[src/rtl/ex_stage_if.sv]
// ex_stage_if: decode-to-execute and execute-to-memory signal bundle.
// Handshake: decode offers an instruction with VALID_DE. STALL_E acts as an
// inverted ready, so an instruction transfers on a rising edge where
// VALID_DE=1 and STALL_E=0. While STALL_E is high, decode holds every _DE
// signal stable. The EM side has no back-pressure: VALID_EM qualifies the
// EM register contents on every cycle.
// md_state is a debug view of the multiply/divide FSM (0 when not built).
interface ex_stage_if;
    logic        VALID_DE;
    logic [4:0]  ALU_OP_DE;
    logic [31:0] SRC1_DE;
    logic [31:0] SRC2_DE;
    logic [31:0] STORE_DATA_DE;
    logic [4:0]  RD_DE;
    logic        RegWrite_DE;
    logic [1:0]  MemWrite_DE;
    logic [1:0]  MemRead_DE;
    logic        LoadUnsigned_DE;

    logic        STALL_E;
    logic        VALID_EM;
    logic [31:0] WA_EM;
    logic [31:0] WD_EM;
    logic [1:0]  MemWrite_EM;
    logic [1:0]  MemRead_EM;
    logic        LoadUnsigned_EM;
    logic [4:0]  RD_EM;
    logic        RegWrite_EM;
    logic        MISALIGN_EM;
    logic [1:0]  md_state;

    modport master (
        output VALID_DE, ALU_OP_DE, SRC1_DE, SRC2_DE, STORE_DATA_DE, RD_DE,
               RegWrite_DE, MemWrite_DE, MemRead_DE, LoadUnsigned_DE,
        input  STALL_E, VALID_EM, WA_EM, WD_EM, MemWrite_EM, MemRead_EM,
               LoadUnsigned_EM, RD_EM, RegWrite_EM, MISALIGN_EM, md_state
    );

    modport slave (
        input  VALID_DE, ALU_OP_DE, SRC1_DE, SRC2_DE, STORE_DATA_DE, RD_DE,
               RegWrite_DE, MemWrite_DE, MemRead_DE, LoadUnsigned_DE,
        output STALL_E, VALID_EM, WA_EM, WD_EM, MemWrite_EM, MemRead_EM,
               LoadUnsigned_EM, RD_EM, RegWrite_EM, MISALIGN_EM, md_state
    );
endinterface

[src/rtl/ex_stage.sv]
// ex_stage: RV32I execute stage. Single-cycle ALU, load/store address
// generation, store data replication and misalignment detection.
// Optional macro EX_MULDIV_EN builds an iterative RV32M multiply/divide
// unit (one result bit per cycle) that stalls decode while it works.
module ex_stage #(
    parameter int XLEN    = 32,
    parameter int MD_ITER = 32
) (
    input logic     CLK,
    input logic     RST,
    ex_stage_if.slave bus
);
    // Only a 32-bit datapath with one iteration per result bit is supported.
    if (XLEN != 32) begin : g_xlen_check
        $error("ex_stage: XLEN must be 32");
    end
    if (MD_ITER != XLEN) begin : g_iter_check
        $error("ex_stage: MD_ITER must equal XLEN");
    end

    localparam logic [4:0] OP_ADD = 5'd0, OP_SUB = 5'd1, OP_SLL = 5'd2, OP_SLT = 5'd3,
                           OP_SLTU = 5'd4, OP_XOR = 5'd5, OP_SRL = 5'd6, OP_SRA = 5'd7,
                           OP_OR = 5'd8, OP_AND = 5'd9, OP_PASSB = 5'd10;

    logic [4:0]      op;
    logic [XLEN-1:0] src1, src2, store_data;
    logic [4:0]      shamt;
    logic            is_md;

    assign op         = bus.ALU_OP_DE;
    assign src1       = bus.SRC1_DE;
    assign src2       = bus.SRC2_DE;
    assign store_data = bus.STORE_DATA_DE;
    assign shamt      = bus.SRC2_DE[4:0];
    assign is_md      = (op[4:3] == 2'b10);

    logic [XLEN-1:0] alu_res;
    logic            alu_known;

    // Single-cycle ALU; unknown codes (including md codes when no unit exists) give 0.
    always_comb begin
        alu_res   = '0;
        alu_known = 1'b1;
        case (op)
            OP_ADD:   alu_res = src1 + src2;
            OP_SUB:   alu_res = src1 - src2;
            OP_SLL:   alu_res = src1 << shamt;
            OP_SLT:   alu_res = {{(XLEN-1){1'b0}}, ($signed(src1) < $signed(src2))};
            OP_SLTU:  alu_res = {{(XLEN-1){1'b0}}, (src1 < src2)};
            OP_XOR:   alu_res = src1 ^ src2;
            OP_SRL:   alu_res = src1 >> shamt;
            OP_SRA:   alu_res = $unsigned($signed(src1) >>> shamt);
            OP_OR:    alu_res = src1 | src2;
            OP_AND:   alu_res = src1 & src2;
            OP_PASSB: alu_res = src2;
            default:  alu_known = 1'b0;
        endcase
    end

    logic [1:0]      mem_size;
    logic [XLEN-1:0] mem_addr, ex_wa, ex_wd;
    logic            is_mem, misalign;

    // Address, alignment check and store data replication for the access size.
    always_comb begin
        mem_size = (bus.MemWrite_DE != 2'b00) ? bus.MemWrite_DE : bus.MemRead_DE;
        mem_addr = src1 + src2;
        is_mem   = (mem_size != 2'b00);
        misalign = ((mem_size == 2'b10) && mem_addr[0]) ||
                   ((mem_size == 2'b11) && (mem_addr[1:0] != 2'b00));
        ex_wa    = is_mem ? mem_addr : alu_res;
        case (bus.MemWrite_DE)
            2'b01:   ex_wd = {4{store_data[7:0]}};
            2'b10:   ex_wd = {2{store_data[15:0]}};
            default: ex_wd = store_data;
        endcase
    end

    logic            stall, md_done, md_busy, md_rw;
    logic [4:0]      md_rd;
    logic [XLEN-1:0] md_result;

`ifdef EX_MULDIV_EN
    localparam logic [1:0] S_IDLE = 2'd0, S_BUSY = 2'd1, S_DONE = 2'd2;
    localparam int CW = (MD_ITER > 1) ? $clog2(MD_ITER) : 1;
    localparam logic [CW-1:0] CNT_LAST = CW'(MD_ITER - 1);

    logic [1:0]      state;
    logic [CW-1:0]   cnt;
    logic [XLEN-1:0] md_a, md_hi, md_lo;
    logic [2:0]      md_op;
    logic            md_neg_res, md_neg_rem, md_rw_q;
    logic [4:0]      md_rd_q;

    logic            a_signed, b_signed, a_neg, b_neg;
    logic [XLEN-1:0] a_mag, b_mag;

    // Operand signedness and magnitudes: MUL/MULH/MULHSU/DIV/REM treat rs1 as signed.
    always_comb begin
        a_signed = (op[2:0] == 3'd0) || (op[2:0] == 3'd1) || (op[2:0] == 3'd2) ||
                   (op[2:0] == 3'd4) || (op[2:0] == 3'd6);
        b_signed = (op[2:0] == 3'd0) || (op[2:0] == 3'd1) ||
                   (op[2:0] == 3'd4) || (op[2:0] == 3'd6);
        a_neg    = a_signed && src1[XLEN-1];
        b_neg    = b_signed && src2[XLEN-1];
        a_mag    = a_neg ? (~src1 + 1'b1) : src1;
        b_mag    = b_neg ? (~src2 + 1'b1) : src2;
    end

    logic [XLEN:0]   mul_sum, div_rt, div_diff;
    logic            div_geq;
    logic [XLEN-1:0] step_hi, step_lo;

    // One iteration: shift-add for multiply, restoring shift-subtract for divide.
    always_comb begin
        mul_sum  = {1'b0, md_hi} + (md_lo[0] ? {1'b0, md_a} : '0);
        div_rt   = {md_hi, md_lo[XLEN-1]};
        div_diff = div_rt - {1'b0, md_a};
        div_geq  = (div_rt >= {1'b0, md_a});
        if (md_op[2]) begin
            step_hi = div_geq ? div_diff[XLEN-1:0] : div_rt[XLEN-1:0];
            step_lo = {md_lo[XLEN-2:0], div_geq};
        end else begin
            step_hi = mul_sum[XLEN:1];
            step_lo = {mul_sum[0], md_lo[XLEN-1:1]};
        end
    end

    // IDLE -> BUSY -> DONE -> IDLE sequencing and the iteration datapath.
    always_ff @(posedge CLK) begin
        if (RST) begin
            state      <= S_IDLE;
            cnt        <= '0;
            md_a       <= '0;
            md_hi      <= '0;
            md_lo      <= '0;
            md_op      <= 3'd0;
            md_neg_res <= 1'b0;
            md_neg_rem <= 1'b0;
            md_rd_q    <= 5'd0;
            md_rw_q    <= 1'b0;
        end else begin
            case (state)
                S_IDLE: begin
                    if (bus.VALID_DE && is_md) begin
                        state      <= S_BUSY;
                        cnt        <= '0;
                        md_op      <= op[2:0];
                        md_rd_q    <= bus.RD_DE;
                        md_rw_q    <= bus.RegWrite_DE;
                        md_hi      <= '0;
                        // A zero divisor keeps the all-ones quotient positive.
                        md_neg_res <= op[2] ? ((a_neg ^ b_neg) && (src2 != '0)) : (a_neg ^ b_neg);
                        md_neg_rem <= a_neg;
                        md_a       <= op[2] ? b_mag : a_mag;
                        md_lo      <= op[2] ? a_mag : b_mag;
                    end
                end
                S_BUSY: begin
                    md_hi <= step_hi;
                    md_lo <= step_lo;
                    cnt   <= cnt + 1'b1;
                    if (cnt == CNT_LAST) state <= S_DONE;
                end
                S_DONE:  state <= S_IDLE;
                default: state <= S_IDLE;
            endcase
        end
    end

    logic [2*XLEN-1:0] prod, prod_fix;

    // Sign fix and result selection once the iterations are finished.
    always_comb begin
        prod     = {md_hi, md_lo};
        prod_fix = md_neg_res ? (~prod + 1'b1) : prod;
        case (md_op)
            3'd0:       md_result = prod_fix[XLEN-1:0];
            3'd1, 3'd2,
            3'd3:       md_result = prod_fix[2*XLEN-1:XLEN];
            3'd4, 3'd5: md_result = md_neg_res ? (~md_lo + 1'b1) : md_lo;
            default:    md_result = md_neg_rem ? (~md_hi + 1'b1) : md_hi;
        endcase
    end

    assign stall        = bus.VALID_DE && is_md && (state != S_DONE);
    assign md_done      = (state == S_DONE);
    assign md_busy      = (state == S_BUSY);
    assign md_rd        = md_rd_q;
    assign md_rw        = md_rw_q;
    assign bus.md_state = state;
`else
    assign stall        = 1'b0;
    assign md_done      = 1'b0;
    assign md_busy      = 1'b0;
    assign md_rd        = 5'd0;
    assign md_rw        = 1'b0;
    assign md_result    = '0;
    assign bus.md_state = 2'b00;
`endif

    assign bus.STALL_E = stall;

    // EM pipeline register: md result, bubble, or the single-cycle instruction.
    always_ff @(posedge CLK) begin
        if (RST) begin
            bus.VALID_EM        <= 1'b0;
            bus.WA_EM           <= '0;
            bus.WD_EM           <= '0;
            bus.MemWrite_EM     <= 2'b00;
            bus.MemRead_EM      <= 2'b00;
            bus.LoadUnsigned_EM <= 1'b0;
            bus.RD_EM           <= 5'd0;
            bus.RegWrite_EM     <= 1'b0;
            bus.MISALIGN_EM     <= 1'b0;
        end else if (md_done) begin
            bus.VALID_EM        <= 1'b1;
            bus.WA_EM           <= md_result;
            bus.WD_EM           <= '0;
            bus.MemWrite_EM     <= 2'b00;
            bus.MemRead_EM      <= 2'b00;
            bus.LoadUnsigned_EM <= 1'b0;
            bus.RD_EM           <= md_rd;
            bus.RegWrite_EM     <= md_rw;
            bus.MISALIGN_EM     <= 1'b0;
        end else if (!bus.VALID_DE || stall || md_busy) begin
            bus.VALID_EM        <= 1'b0;
            bus.WA_EM           <= '0;
            bus.WD_EM           <= '0;
            bus.MemWrite_EM     <= 2'b00;
            bus.MemRead_EM      <= 2'b00;
            bus.LoadUnsigned_EM <= 1'b0;
            bus.RD_EM           <= 5'd0;
            bus.RegWrite_EM     <= 1'b0;
            bus.MISALIGN_EM     <= 1'b0;
        end else begin
            bus.VALID_EM        <= 1'b1;
            bus.WA_EM           <= ex_wa;
            bus.WD_EM           <= ex_wd;
            bus.MemWrite_EM     <= misalign ? 2'b00 : bus.MemWrite_DE;
            bus.MemRead_EM      <= misalign ? 2'b00 : bus.MemRead_DE;
            bus.LoadUnsigned_EM <= bus.LoadUnsigned_DE;
            bus.RD_EM           <= bus.RD_DE;
            bus.RegWrite_EM     <= bus.RegWrite_DE && alu_known && !misalign;
            bus.MISALIGN_EM     <= misalign;
        end
    end
endmodule

[src/flat_wrapper.sv]
// flat-port wrapper written by rule: the top's interface ports become plain ports
module ex_stage_flat 
#(
    parameter int XLEN    = 32,
    parameter int MD_ITER = 32
)
  (CLK, RST, bus_VALID_DE, bus_ALU_OP_DE, bus_SRC1_DE, bus_SRC2_DE, bus_STORE_DATA_DE, bus_RD_DE, bus_RegWrite_DE, bus_MemWrite_DE, bus_MemRead_DE, bus_LoadUnsigned_DE, bus_STALL_E, bus_VALID_EM, bus_WA_EM, bus_WD_EM, bus_MemWrite_EM, bus_MemRead_EM, bus_LoadUnsigned_EM, bus_RD_EM, bus_RegWrite_EM, bus_MISALIGN_EM, bus_md_state);
  ex_stage_if bus_i ();
  input logic CLK;
  input logic RST;
  input wire logic [$bits(bus_i.VALID_DE)-1:0] bus_VALID_DE;
  input wire logic [$bits(bus_i.ALU_OP_DE)-1:0] bus_ALU_OP_DE;
  input wire logic [$bits(bus_i.SRC1_DE)-1:0] bus_SRC1_DE;
  input wire logic [$bits(bus_i.SRC2_DE)-1:0] bus_SRC2_DE;
  input wire logic [$bits(bus_i.STORE_DATA_DE)-1:0] bus_STORE_DATA_DE;
  input wire logic [$bits(bus_i.RD_DE)-1:0] bus_RD_DE;
  input wire logic [$bits(bus_i.RegWrite_DE)-1:0] bus_RegWrite_DE;
  input wire logic [$bits(bus_i.MemWrite_DE)-1:0] bus_MemWrite_DE;
  input wire logic [$bits(bus_i.MemRead_DE)-1:0] bus_MemRead_DE;
  input wire logic [$bits(bus_i.LoadUnsigned_DE)-1:0] bus_LoadUnsigned_DE;
  output wire logic [$bits(bus_i.STALL_E)-1:0] bus_STALL_E;
  output wire logic [$bits(bus_i.VALID_EM)-1:0] bus_VALID_EM;
  output wire logic [$bits(bus_i.WA_EM)-1:0] bus_WA_EM;
  output wire logic [$bits(bus_i.WD_EM)-1:0] bus_WD_EM;
  output wire logic [$bits(bus_i.MemWrite_EM)-1:0] bus_MemWrite_EM;
  output wire logic [$bits(bus_i.MemRead_EM)-1:0] bus_MemRead_EM;
  output wire logic [$bits(bus_i.LoadUnsigned_EM)-1:0] bus_LoadUnsigned_EM;
  output wire logic [$bits(bus_i.RD_EM)-1:0] bus_RD_EM;
  output wire logic [$bits(bus_i.RegWrite_EM)-1:0] bus_RegWrite_EM;
  output wire logic [$bits(bus_i.MISALIGN_EM)-1:0] bus_MISALIGN_EM;
  output wire logic [$bits(bus_i.md_state)-1:0] bus_md_state;
  assign bus_i.VALID_DE = bus_VALID_DE;
  assign bus_i.ALU_OP_DE = bus_ALU_OP_DE;
  assign bus_i.SRC1_DE = bus_SRC1_DE;
  assign bus_i.SRC2_DE = bus_SRC2_DE;
  assign bus_i.STORE_DATA_DE = bus_STORE_DATA_DE;
  assign bus_i.RD_DE = bus_RD_DE;
  assign bus_i.RegWrite_DE = bus_RegWrite_DE;
  assign bus_i.MemWrite_DE = bus_MemWrite_DE;
  assign bus_i.MemRead_DE = bus_MemRead_DE;
  assign bus_i.LoadUnsigned_DE = bus_LoadUnsigned_DE;
  assign bus_STALL_E = bus_i.STALL_E;
  assign bus_VALID_EM = bus_i.VALID_EM;
  assign bus_WA_EM = bus_i.WA_EM;
  assign bus_WD_EM = bus_i.WD_EM;
  assign bus_MemWrite_EM = bus_i.MemWrite_EM;
  assign bus_MemRead_EM = bus_i.MemRead_EM;
  assign bus_LoadUnsigned_EM = bus_i.LoadUnsigned_EM;
  assign bus_RD_EM = bus_i.RD_EM;
  assign bus_RegWrite_EM = bus_i.RegWrite_EM;
  assign bus_MISALIGN_EM = bus_i.MISALIGN_EM;
  assign bus_md_state = bus_i.md_state;
  ex_stage #(.XLEN(XLEN), .MD_ITER(MD_ITER)) u_core (.CLK(CLK), .RST(RST), .bus(bus_i));
endmodule
[config.mk]
export PLATFORM = sky130hd
export DESIGN_NAME = ex_stage_flat
export DESIGN_NICKNAME = d
export VERILOG_FILES = /design/src/rtl/ex_stage_if.sv /design/src/rtl/ex_stage.sv /design/src/flat_wrapper.sv
export SDC_FILE = /design/constraint.sdc
export NUM_CORES = 1
export LEC_CHECK = 0
export BUFFER_PORTS_ARGS = -buffer_cell sky130_fd_sc_hd__buf_2
export CELL_PAD_IN_SITES_DETAIL_PLACEMENT = 1
export CELL_PAD_IN_SITES_GLOBAL_PLACEMENT = 1
export CORE_MARGIN = 2
export CORE_UTILIZATION = 30
export DETAILED_ROUTE_END_ITERATION = 16
export PLACE_DENSITY = 0.72
export SYNTH_ARGS = -nofsm -noshare
export SYNTH_HDL_FRONTEND = slang
export SYNTH_SLANG_ARGS = --single-unit
[constraint.sdc]
create_clock -name CLK -period 5.2 [get_ports CLK]
set_input_delay 1.04 -clock CLK [delete_from_list [all_inputs] [get_ports CLK]]
set_output_delay 1.04 -clock CLK [all_outputs]
set_load 0.1 [all_outputs]
==> key figures, run 1 <==
Cells and area
  – Share of cells above drive strength 1: 19.5%
  – Cell area after layout: 0.0135 mm²
  – NumNets Final: 1,977
  – Area growth syn-to-layout: 16.0%

Timing
  – Slew margin rel.: 22.6%
  – Final Hold Fails: 0
  – Slew Viols, Final: 0
  – F_max: 227 MHz
  – # setup viols final: 0
  – Fin crit share: 84.7%
  – RSZ-0062 raised after global routing: no
  – Actual slew at the worst max-slew pin: 1160 ps
  – Minimum clock period: 4400 ps
  – Final total negative setup slack: 0 ps

Clock tree
  – TritonCTS clock tree: built
  – Htree depth: 3
  – Clk buf depth: 2
  – Post-CTS setup buffer count: 0
  – Clock sinks: 77
  – # hold bufs at CTS: 0
  – Resized cells post-CTS: 0
  – Clk slew on worst S/H paths: 90 ps
  – CTS root buf: clkbuf_16
  – CTS buffer count: 9

Place
  – Placed cell area: 0.0132 mm²
  – Port Buffers: 191
  – Post-DP HPWL: 51,500 µm
  – GPL Wtd Cong: 1.04

Global routing
  – Largest net degree at the start of global routing: 74
  – GRT Max-Usage Layer: met2
  – Total track usage: 31.1%
  – Met3 usage: 4.63%
  – First-pass GRT wire length: 94,700 µm
  – Vias in the first global route: 14,100
  – Met2 usage: 48.6%
  – Gr ovfl total: 0
  – Met1 usage: 41.4%
  – Antenna violations before repair: 2

Detailed routing
  – DRC errors left: 0
  – Post-DR vias/cell: 6.26
  – DRT iter0 DRCs: 1,568
  – ANT nets after route: 0
  – Vias: 14,300
  – Total wire length: 64,600 µm
  – Pre-antenna DRT Iters: 6
  – Routed wire length per instance: 28.4 µm

Floorplan
  – Die X: 201 µm
  – Die Y-Extent: 201 µm
  – Initial Util: 30.3%
  – CORE AREA: 0.0385 mm²
  – Io pins: 195
  – Die area: 0.0404 mm²
  – Core Rows: 72

Power and ir drop
  – Overall power: 2.92 mW
  – LEAKAGE: 5.87 nW
  – Pwr/cell area: 216 mW/mm²
  – Peak VDD IR: 0.000138 V

Synthesis
  – Ys async rst share: 0%
  – Mapped Cells: 1,609
  – Syn Area/Cell: 7.24 µm²
  – Netlist cell types: 87
  – Synthesized cell area: 0.0117 mm²
  – Post-synth EDFFs: 0
  – Sequential area share after synthesis: 13.2%
  – Main synth FF type: dfxtp_1
  – Seq cells post-synth: 77
  – Synthesis Warnings: 0

Setup path
  – CP peak stage delay: 720 ps
  – Worst path required time: 5500 ps
  – Crit path max-delay family: compound AO/OA/AOI/OAI gates
  – Startpoint Class: input port
  – Worst Path Buf+Inv: 1
  – Worst Path Class, Setup: input port to flop
  – Worst setup EP type: flop
  – Critical-path top delay cell: a21boi_0
  – Crit-path cells: buf_4, ha_1, fa_1, a211oi_1, o211ai_1, a221oi_1, o21ai_0, a21boi_0, o41ai_1, o221a_2, o21ai_1
  – CP Max Fanout: 24
  – Crit path arrival time: 4710 ps

Min path
  – Hold crit path type: input port to flop

Run
  – # Max-Cap Violations: 0

Status
  – Status: finished clean
==> cells in the final DEF, fill, tap and decap left out, types with 8 or more instances in the layout <==
cell         n
a2111oi_0    8
o22ai_1     26
nor2b_1     17
buf_4       66
dfxtp_1     77
a21o_1      17
o31ai_1      9
o311ai_0    10
inv_1       95
a221oi_1    27
a21oi_1    151
o2111ai_1    9
nand2b_1    12
mux2i_1     33
a211oi_1    39
nor4_1       9
buf_2      190
a31oi_1     16
mux2_2      12
o211ai_1    29
nor3_1      43
a221o_1      8
nand4_1      9
nor2_1     171
or3_1       10
o21ai_0     96
mux4_2      36
nand3_1     30
ha_1       107
nand2_1    160
a22oi_1     32
o221ai_1    11
and2_1      20
clkbuf_16    9
o21bai_1    15
xnor2_1     32
==> Yosys cell counts (all sizes together) (6+ instances only) <==
cell,count,area share (%)
o21ai,99,4.4
inv,95,3.1
a221oi,28,2.3
nand3,30,1.3
o31ai,9,0.58
a211o,8,0.61
a31oi,17,1.0
nand2,160,5.2
a22oi,32,2.1
a221o,9,0.78
and2,20,1.1
mux2,12,1.2
o22ai,26,1.4
nor2b,17,0.91
nor4,9,0.48
ha,107,11
o211ai,29,1.9
dfxtp,77,13
xnor2,32,2.4
buf,45,2.1
nor2,174,5.6
o21bai,15,0.97
o221ai,11,0.83
o311ai,11,0.89
a211oi,41,2.7
a21oi,151,6.5
o211a,7,0.60
o2111ai,9,0.68
mux2i,33,2.8
clkbuf,81,2.6
mux4,36,7.0
a21o,18,1.2
a2111oi,9,0.84
nor3,43,1.8
nand4,9,0.48
nand2b,12,0.64
or3,10,0.54
and3,6,0.32
==> stage by stage <==
step | setup slack [ps] | utilization [%] | hold WS (ps) | std cells
floorplan | 567 | - | 1160 | 1611
global placement | 593 | 34.4 | 1240 | 2260
detailed placement | 497 | 34.4 | 1250 | 2260
CTS | 901 | 35.1 | 841 | 2276
global route | 537 | 35.1 | 854 | 2276
finish | 797 | 35.1 | 844 | 2277
==> path summary, 6_finish.rpt <==
check / slack, ps / depth (start not counted) / to / startpoint
setup / recovery: 800 / 11 / u_core.bus.WA_EM[28]$_SDFF_PP0_ / bus_SRC2_DE[0]
hold / removal: 840 / 2 / u_core.bus.RD_EM[3]$_SDFF_PP0_ / bus_RD_DE[3]
==> registers in the layout (all words and copies together) (netlist names) <==
signal	cells
u_core.bus.MemRead_EM	2
u_core.bus.WD_EM	32
u_core.bus.VALID_EM	1
u_core.bus.WA_EM	32
u_core.bus.MISALIGN_EM	1
u_core.bus.RegWrite_EM	1
u_core.bus.MemWrite_EM	2
u_core.bus.RD_EM	5
u_core.bus.LoadUnsigned_EM	1
==> area by class of cell <==
type / count / area, µm²
Fill cell: 4842 / 24900
Multi-Input combinational cell: 1309 / 9200
Sequential cell: 77 / 1540
Timing Repair Buffer: 257 / 1470
Tap cell: 518 / 648
Inverter: 99 / 372
Clock buffer: 11 / 233
Clock inverter: 5 / 60.1
Antenna cell: 1 / 2.50
==> routing by layer <==
metal  share of wire (%)  routed length (µm)
met1                  43               27500
met2                  44               28400
met3                 7.9                5130
met4                 5.5                3530
met5               0.020                  13
==> where the power goes <==
part / switching (mW) / internal, mW
Combinational: 1.12 / 0.445
Sequential: 0.0101 / 0.628
Clock: 0.338 / 0.375
Total: 1.47 / 1.45
==> kinds of logic (layout without fill, tap and decap cells) <==
family                     Yosys count  in the layout  share of synthesized area [%]
AOI/OAI and AO/OA                  578            578                           34.1
xor gates and xnor gates            36             36                           2.71
adders and majority gates          109            109                           11.8
buffers and inverters              225            372                           7.98
DFF                                 77             77                           13.2
muxes                               81             81                           11.0
other                                1              4                         0.0322
and+or+nand+nor                    502            502                           19.2
No activity file was read; power rests on OpenSTA's default activity.
==> run 2: changes to the inputs <==
--- a/config.mk
+++ b/config.mk
@@ -11,7 +11,7 @@
 export CORE_MARGIN = 2
 export CORE_UTILIZATION = 30
 export DETAILED_ROUTE_END_ITERATION = 16
-export PLACE_DENSITY = 0.72
+export PLACE_DENSITY = 0.74
 export SYNTH_ARGS = -nofsm -noshare
 export SYNTH_HDL_FRONTEND = slang
 export SYNTH_SLANG_ARGS = --single-unit
==> constraint.sdc (replaced) <==
create_clock -name CLK -period 4 [get_ports CLK]
set_input_delay 0.8 -clock CLK [delete_from_list [all_inputs] [get_ports CLK]]
set_output_delay 0.8 -clock CLK [all_outputs]
set_load 0.1 [all_outputs]
==> key figures, run 2 (synthesis gave the netlist of run 1 again) <==
Cells and area
  – Most frequent cells in the layout: buf_2, nor2_1, buf_4, nand2_1, a21oi_1
  – Regs by FF count: u_core.bus.WA_EM x32, u_core.bus.WD_EM x32, u_core.bus.RD_EM x5
  – NumNets Final: 2,076
  – Area growth syn-to-layout: 22.8%
  – Diodes inserted: 0
  – Most common cell after layout, fill and taps aside: buf_2
  – Cell area after layout: 0.0143 mm²
  – Share of cells above drive strength 1: 24.1%
  – Fillers: 4,874

Run
  – # Max-Cap Violations: 0

Floorplan
  – Initial Util: 30.3%
  – Core Rows: 72
  – Die area: 0.0404 mm²
  – CORE AREA: 0.0385 mm²
  – Die Y-Extent: 201 µm
  – Io pins: 195
  – Die X: 201 µm

Min path
  – Hold crit path type: input port to flop
  – Hold depth: 2

Global routing
  – Largest net degree at the start of global routing: 72
  – Vias in the first global route: 14,400
  – Antenna violations before repair: 4
  – First-pass GRT wire length: 99,800 µm
  – Total track usage: 33.5%
  – Gr ovfl total: 0

Power and ir drop
  – Sw frac: 50.0%
  – Share of power burned in registers: 21.2%
  – Int Power: 1.97 mW
  – Overall power: 3.94 mW
  – Sw power: 1.97 mW
  – Combinational Power Share: 55.3%
  – LEAKAGE: 6.37 nW
  – Pwr/cell area: 275 mW/mm²
  – Clock share of power: 23.5%
  – Peak VDD IR: 0.000198 V

Status
  – Status: finished clean

Setup path
  – CP dominant cell by count: buf_4
  – Worst path required time: 4270 ps
  – CP peak stage delay: 620 ps
  – Crit path arrival time: 3920 ps
  – Worst Setup SP: bus_SRC2_DE[9]
  – Crit-path cells: buf_2, inv_1, ha_1, buf_4, nand3_1, a2111oi_0, a221oi_1, o21ai_0, buf_4, a21boi_0, buf_4, o41ai_1, o221a_2, o21ai_1
  – Setup crit end: u_core.bus.WA_EM[28]$_SDFF_PP0_
  – Critical-path top delay cell: o41ai_1
  – Worst Path Class, Setup: input port to flop
  – CP Max Fanout: 8
  – Worst setup EP type: flop
  – Startpoint Class: input port

Clock tree
  – CTS buffer count: 9
  – Clk slew on worst S/H paths: 90 ps
  – TritonCTS clock tree: built
  – # hold bufs at CTS: 0
  – Post-CTS setup buffer count: 0
  – CTS root buf: clkbuf_16
  – Clock sinks: 77
  – Resized cells post-CTS: 0
  – Htree depth: 3
  – Clk buf depth: 2

Detailed routing
  – Post-DR vias/cell: 6.14
  – Routed wire length per instance: 29.1 µm
  – ANT nets after route: 0
  – Total wire length: 69,200 µm
  – DRT iter0 DRCs: 1,586
  – DRC errors left: 0
  – Pre-antenna DRT Iters: 5
  – Vias: 14,600

Timing
  – Slew Viols, Final: 0
  – Slew margin rel.: 45.6%
  – RSZ-0062 raised after global routing: no
  – Final Hold Fails: 0
  – # setup viols final: 0
  – F_max: 274 MHz
  – Actual slew at the worst max-slew pin: 816 ps
  – Minimum clock period: 3650 ps
  – Fin crit share: 91.2%

Place
  – Placed cell area: 0.0140 mm²
  – Port Buffers: 191
  – Post-DP HPWL: 56,500 µm
  – GPL Wtd Cong: 1.05
## run 2: layer usage
| layer | GRT usage [%] | vias to the layer above | part of all wire (%) |
|---|---|---|---|
| li1 | - | 6447 | - |
| met2 | 53.0 | 794 | 45 |
| met1 | 42.7 | 7158 | 41 |
| met5 | 0 | - | 0.061 |
| met4 | 18.3 | 6 | 6.1 |
| met3 | 6.84 | 182 | 8.5 |
## run 2: layout make-up
type,instances,area [µm²],share of cell area [%]
clock inverters,7,77.6,0.542
multi-input cells,1309,9220,64.4
flip-flops and latches,77,1540,10.8
repair buffers,356,2220,15.5
clock buffers,9,225,1.57
inverters,99,373,2.61
well taps,518,648,4.53
## run 2: worst min path at each step
stage / start / end / slack, ps
after floorplan: bus_LoadUnsigned_DE / u_core.bus.LoadUnsigned_EM$_SDFF_PP0_ / 920
after global placement: bus_RD_DE[2] / u_core.bus.RD_EM[2]$_SDFF_PP0_ / 1010
after detailed placement: bus_RD_DE[0] / u_core.bus.RD_EM[0]$_SDFF_PP0_ / 1010
after CTS: bus_RD_DE[3] / u_core.bus.RD_EM[3]$_SDFF_PP0_ / 580
after global routing: bus_RD_DE[3] / u_core.bus.RD_EM[3]$_SDFF_PP0_ / 600
final: bus_RD_DE[3] / u_core.bus.RD_EM[3]$_SDFF_PP0_ / 590
## run 2: critical path: cells and delay by family
family                     cells  cell delay, ps
AOI/OAI and AO/OA              7            1830
buffers and inverters          5             700
and+or+nand+nor                1             140
adders and majority gates      1             460
## run 2: per-stage QoR
step | hold slack, ps | setup TNS [ps] | instances | utilization (%) | worst slack (ps)
global route | 599 | 0 | 2375 | 37.2 | 270
floorplan | 922 | -37.3 | 1611 | - | -18.9
detailed placement | 1010 | 0 | 2359 | 36.4 | 32.6
finish | 592 | 0 | 2375 | 37.2 | 351
CTS | 583 | 0 | 2375 | 37.2 | 448
global placement | 1010 | 0 | 2359 | 36.4 | 31.2
## run 2: power groups by stage
stage               registers, mW  clock network, mW  logic (mW)
detailed placement          0.850                  0        2.12
global route                0.836              0.977        2.28
finish                      0.833              0.926        2.18
CTS                         0.833              0.942        2.13
floorplan                    1.21                  0        1.00
global placement            0.850                  0        2.10
==> run 3: changes to the inputs <==
==> constraint.sdc (replaced) <==
create_clock -name CLK -period 3.3 [get_ports CLK]
set_input_delay 0.66 -clock CLK [delete_from_list [all_inputs] [get_ports CLK]]
set_output_delay 0.66 -clock CLK [all_outputs]
set_load 0.1 [all_outputs]
==> key figures, run 3 (synthesis gave the netlist of run 1 again) <==
Detailed routing
  – Total wire length: 75,300 µm
  – Routed wire length per instance: 28.6 µm
  – DRT iter0 DRCs: 1,655
  – Vias: 15,800
  – ANT nets after route: 0
  – Post-DR vias/cell: 6.00
  – Pre-antenna DRT Iters: 6
  – DRC errors left: 0

Global routing
  – Total track usage: 36.1%
  – Gr ovfl total: 0
  – Vias in the first global route: 15,800
  – Antenna violations before repair: 3
  – First-pass GRT wire length: 108,000 µm
  – Largest net degree at the start of global routing: 65

Floorplan
  – Io pins: 195
  – Initial Util: 30.3%
  – Die area: 0.0404 mm²
  – CORE AREA: 0.0385 mm²
  – Die Y-Extent: 201 µm
  – Die X: 201 µm
  – Core Rows: 72

Clock tree
  – # hold bufs at CTS: 0
  – Htree depth: 3
  – Clock sinks: 77
  – CTS buffer count: 9
  – TritonCTS clock tree: built
  – CTS root buf: clkbuf_16
  – Clk buf depth: 2
  – Clk slew on worst S/H paths: 90 ps

Setup path
  – CP Max Fanout: 4
  – Worst path required time: 3580 ps
  – Crit-path cells: buf_2, clkinv_8, buf_4, ha_4, nor2_1, o311ai_2, a32oi_2, a211oi_4, o21bai_1, a21oi_2, o21ai_1, a221o_1, a21bo_2
  – Worst Path Buf+Inv: 3
  – CP peak stage delay: 390 ps
  – Crit path arrival time: 3520 ps
  – Startpoint Class: input port
  – Critical-path top delay cell: a211oi_4
  – Crit path max-delay family: compound AO/OA/AOI/OAI gates
  – Worst Path Class, Setup: input port to flop
  – Worst Setup SP: bus_SRC2_DE[1]
  – Worst setup EP type: flop

Timing
  – Slew margin rel.: 33.8%
  – Fin crit share: 98.2%
  – Minimum clock period: 3240 ps
  – Final Hold Fails: 0
  – # setup viols final: 0
  – RSZ-0062 raised after global routing: yes
  – Slew Viols, Final: 0
  – Actual slew at the worst max-slew pin: 994 ps
  – F_max: 309 MHz

Status
  – Status: finished clean

Cells and area
  – Most frequent cells in the layout: buf_4, buf_2, nor2_1, nand2_1, a21oi_1
  – Cell area after layout: 0.0165 mm²
  – Fillers: 4,837
  – Diodes inserted: 0
  – Most common cell after layout, fill and taps aside: buf_4
  – Area growth syn-to-layout: 41.8%
  – NumNets Final: 2,335
  – Share of cells above drive strength 1: 34.5%
  – Multi-input gate area: 0.00937 mm²
  – Regs by FF count: u_core.bus.WA_EM x32, u_core.bus.WD_EM x32, u_core.bus.RD_EM x5
  – Non-Filler Instances: 2,634
  – Seq. cell area: 0.00154 mm²

Power and ir drop
  – LEAKAGE: 7.68 nW
  – Peak VDD IR: 0.000248 V
  – Overall power: 5.11 mW
  – Pwr/cell area: 310 mW/mm²

Min path
  – Hold crit path type: input port to flop
  – Worst hold path startpoint: bus_RD_DE[2]

Run
  – # Max-Cap Violations: 0

Place
  – Port Buffers: 191
  – Placed Cells: 2,616
  – Post-DP HPWL: 61,900 µm
  – Placed cell area: 0.0161 mm²
  – GPL Wtd Cong: 1.05
-- run 3: worst paths after layout --
path,to,slack [ps],depth (start not counted)
max,u_core.bus.WA_EM[27]$_SDFF_PP0_,60,13
min,u_core.bus.RD_EM[2]$_SDFF_PP0_,470,2
-- run 3: layout make-up --
cell class / count / area share [%]
sequential: 77 / 9.33
tap: 518 / 3.92
clock inverter: 6 / 0.235
clock buffer: 10 / 1.45
inverter: 99 / 2.35
timing repair buffer: 615 / 26.0
multi-input combinational: 1309 / 56.7
-- run 3: what timing repair did --
| action | 4_1_cts | 5_1_grt |
|---|---|---|
| setup buffers | 0 | 0 |
| setup endpoints to repair | 3 | 10 |
| gates cloned | 0 | 2 |
| gates resized for setup | 3 | 19 |
| pin swaps | 0 | 1 |
-- run 3: where the power goes --
group	internal [mW]	leakage (nW)	switching, mW	total [mW]
logic	1.09	6.91	1.96	3.05
clock network	0.529	0.134	0.526	1.06
registers	0.990	0.632	0.0194	1.01
-- run 3: per-stage QoR --
stage	utilization, %	TNS, ps	hold WS [ps]	setup slack, ps
2_1_floorplan	-	-34.4	782	-34.4
3_3_place_gp	41.9	-5780	865	-514
3_5_place_dp	41.9	-6550	873	-527
4_1_cts	42.6	0	460	9.09
5_1_grt	42.9	-88.5	472	-36.1
6_report	42.9	0	470	60.7
-- run 3: routing by layer --
layer	up-vias	wire length [µm]	global-route usage, %	part of all wire [%]
li1	6959	-	-	-
met1	7810	30700	45.6	41
met2	851	34500	59.6	46
met3	175	5440	4.91	7.2
met4	2	4570	19.2	6.1
met5	-	13	0	0.017
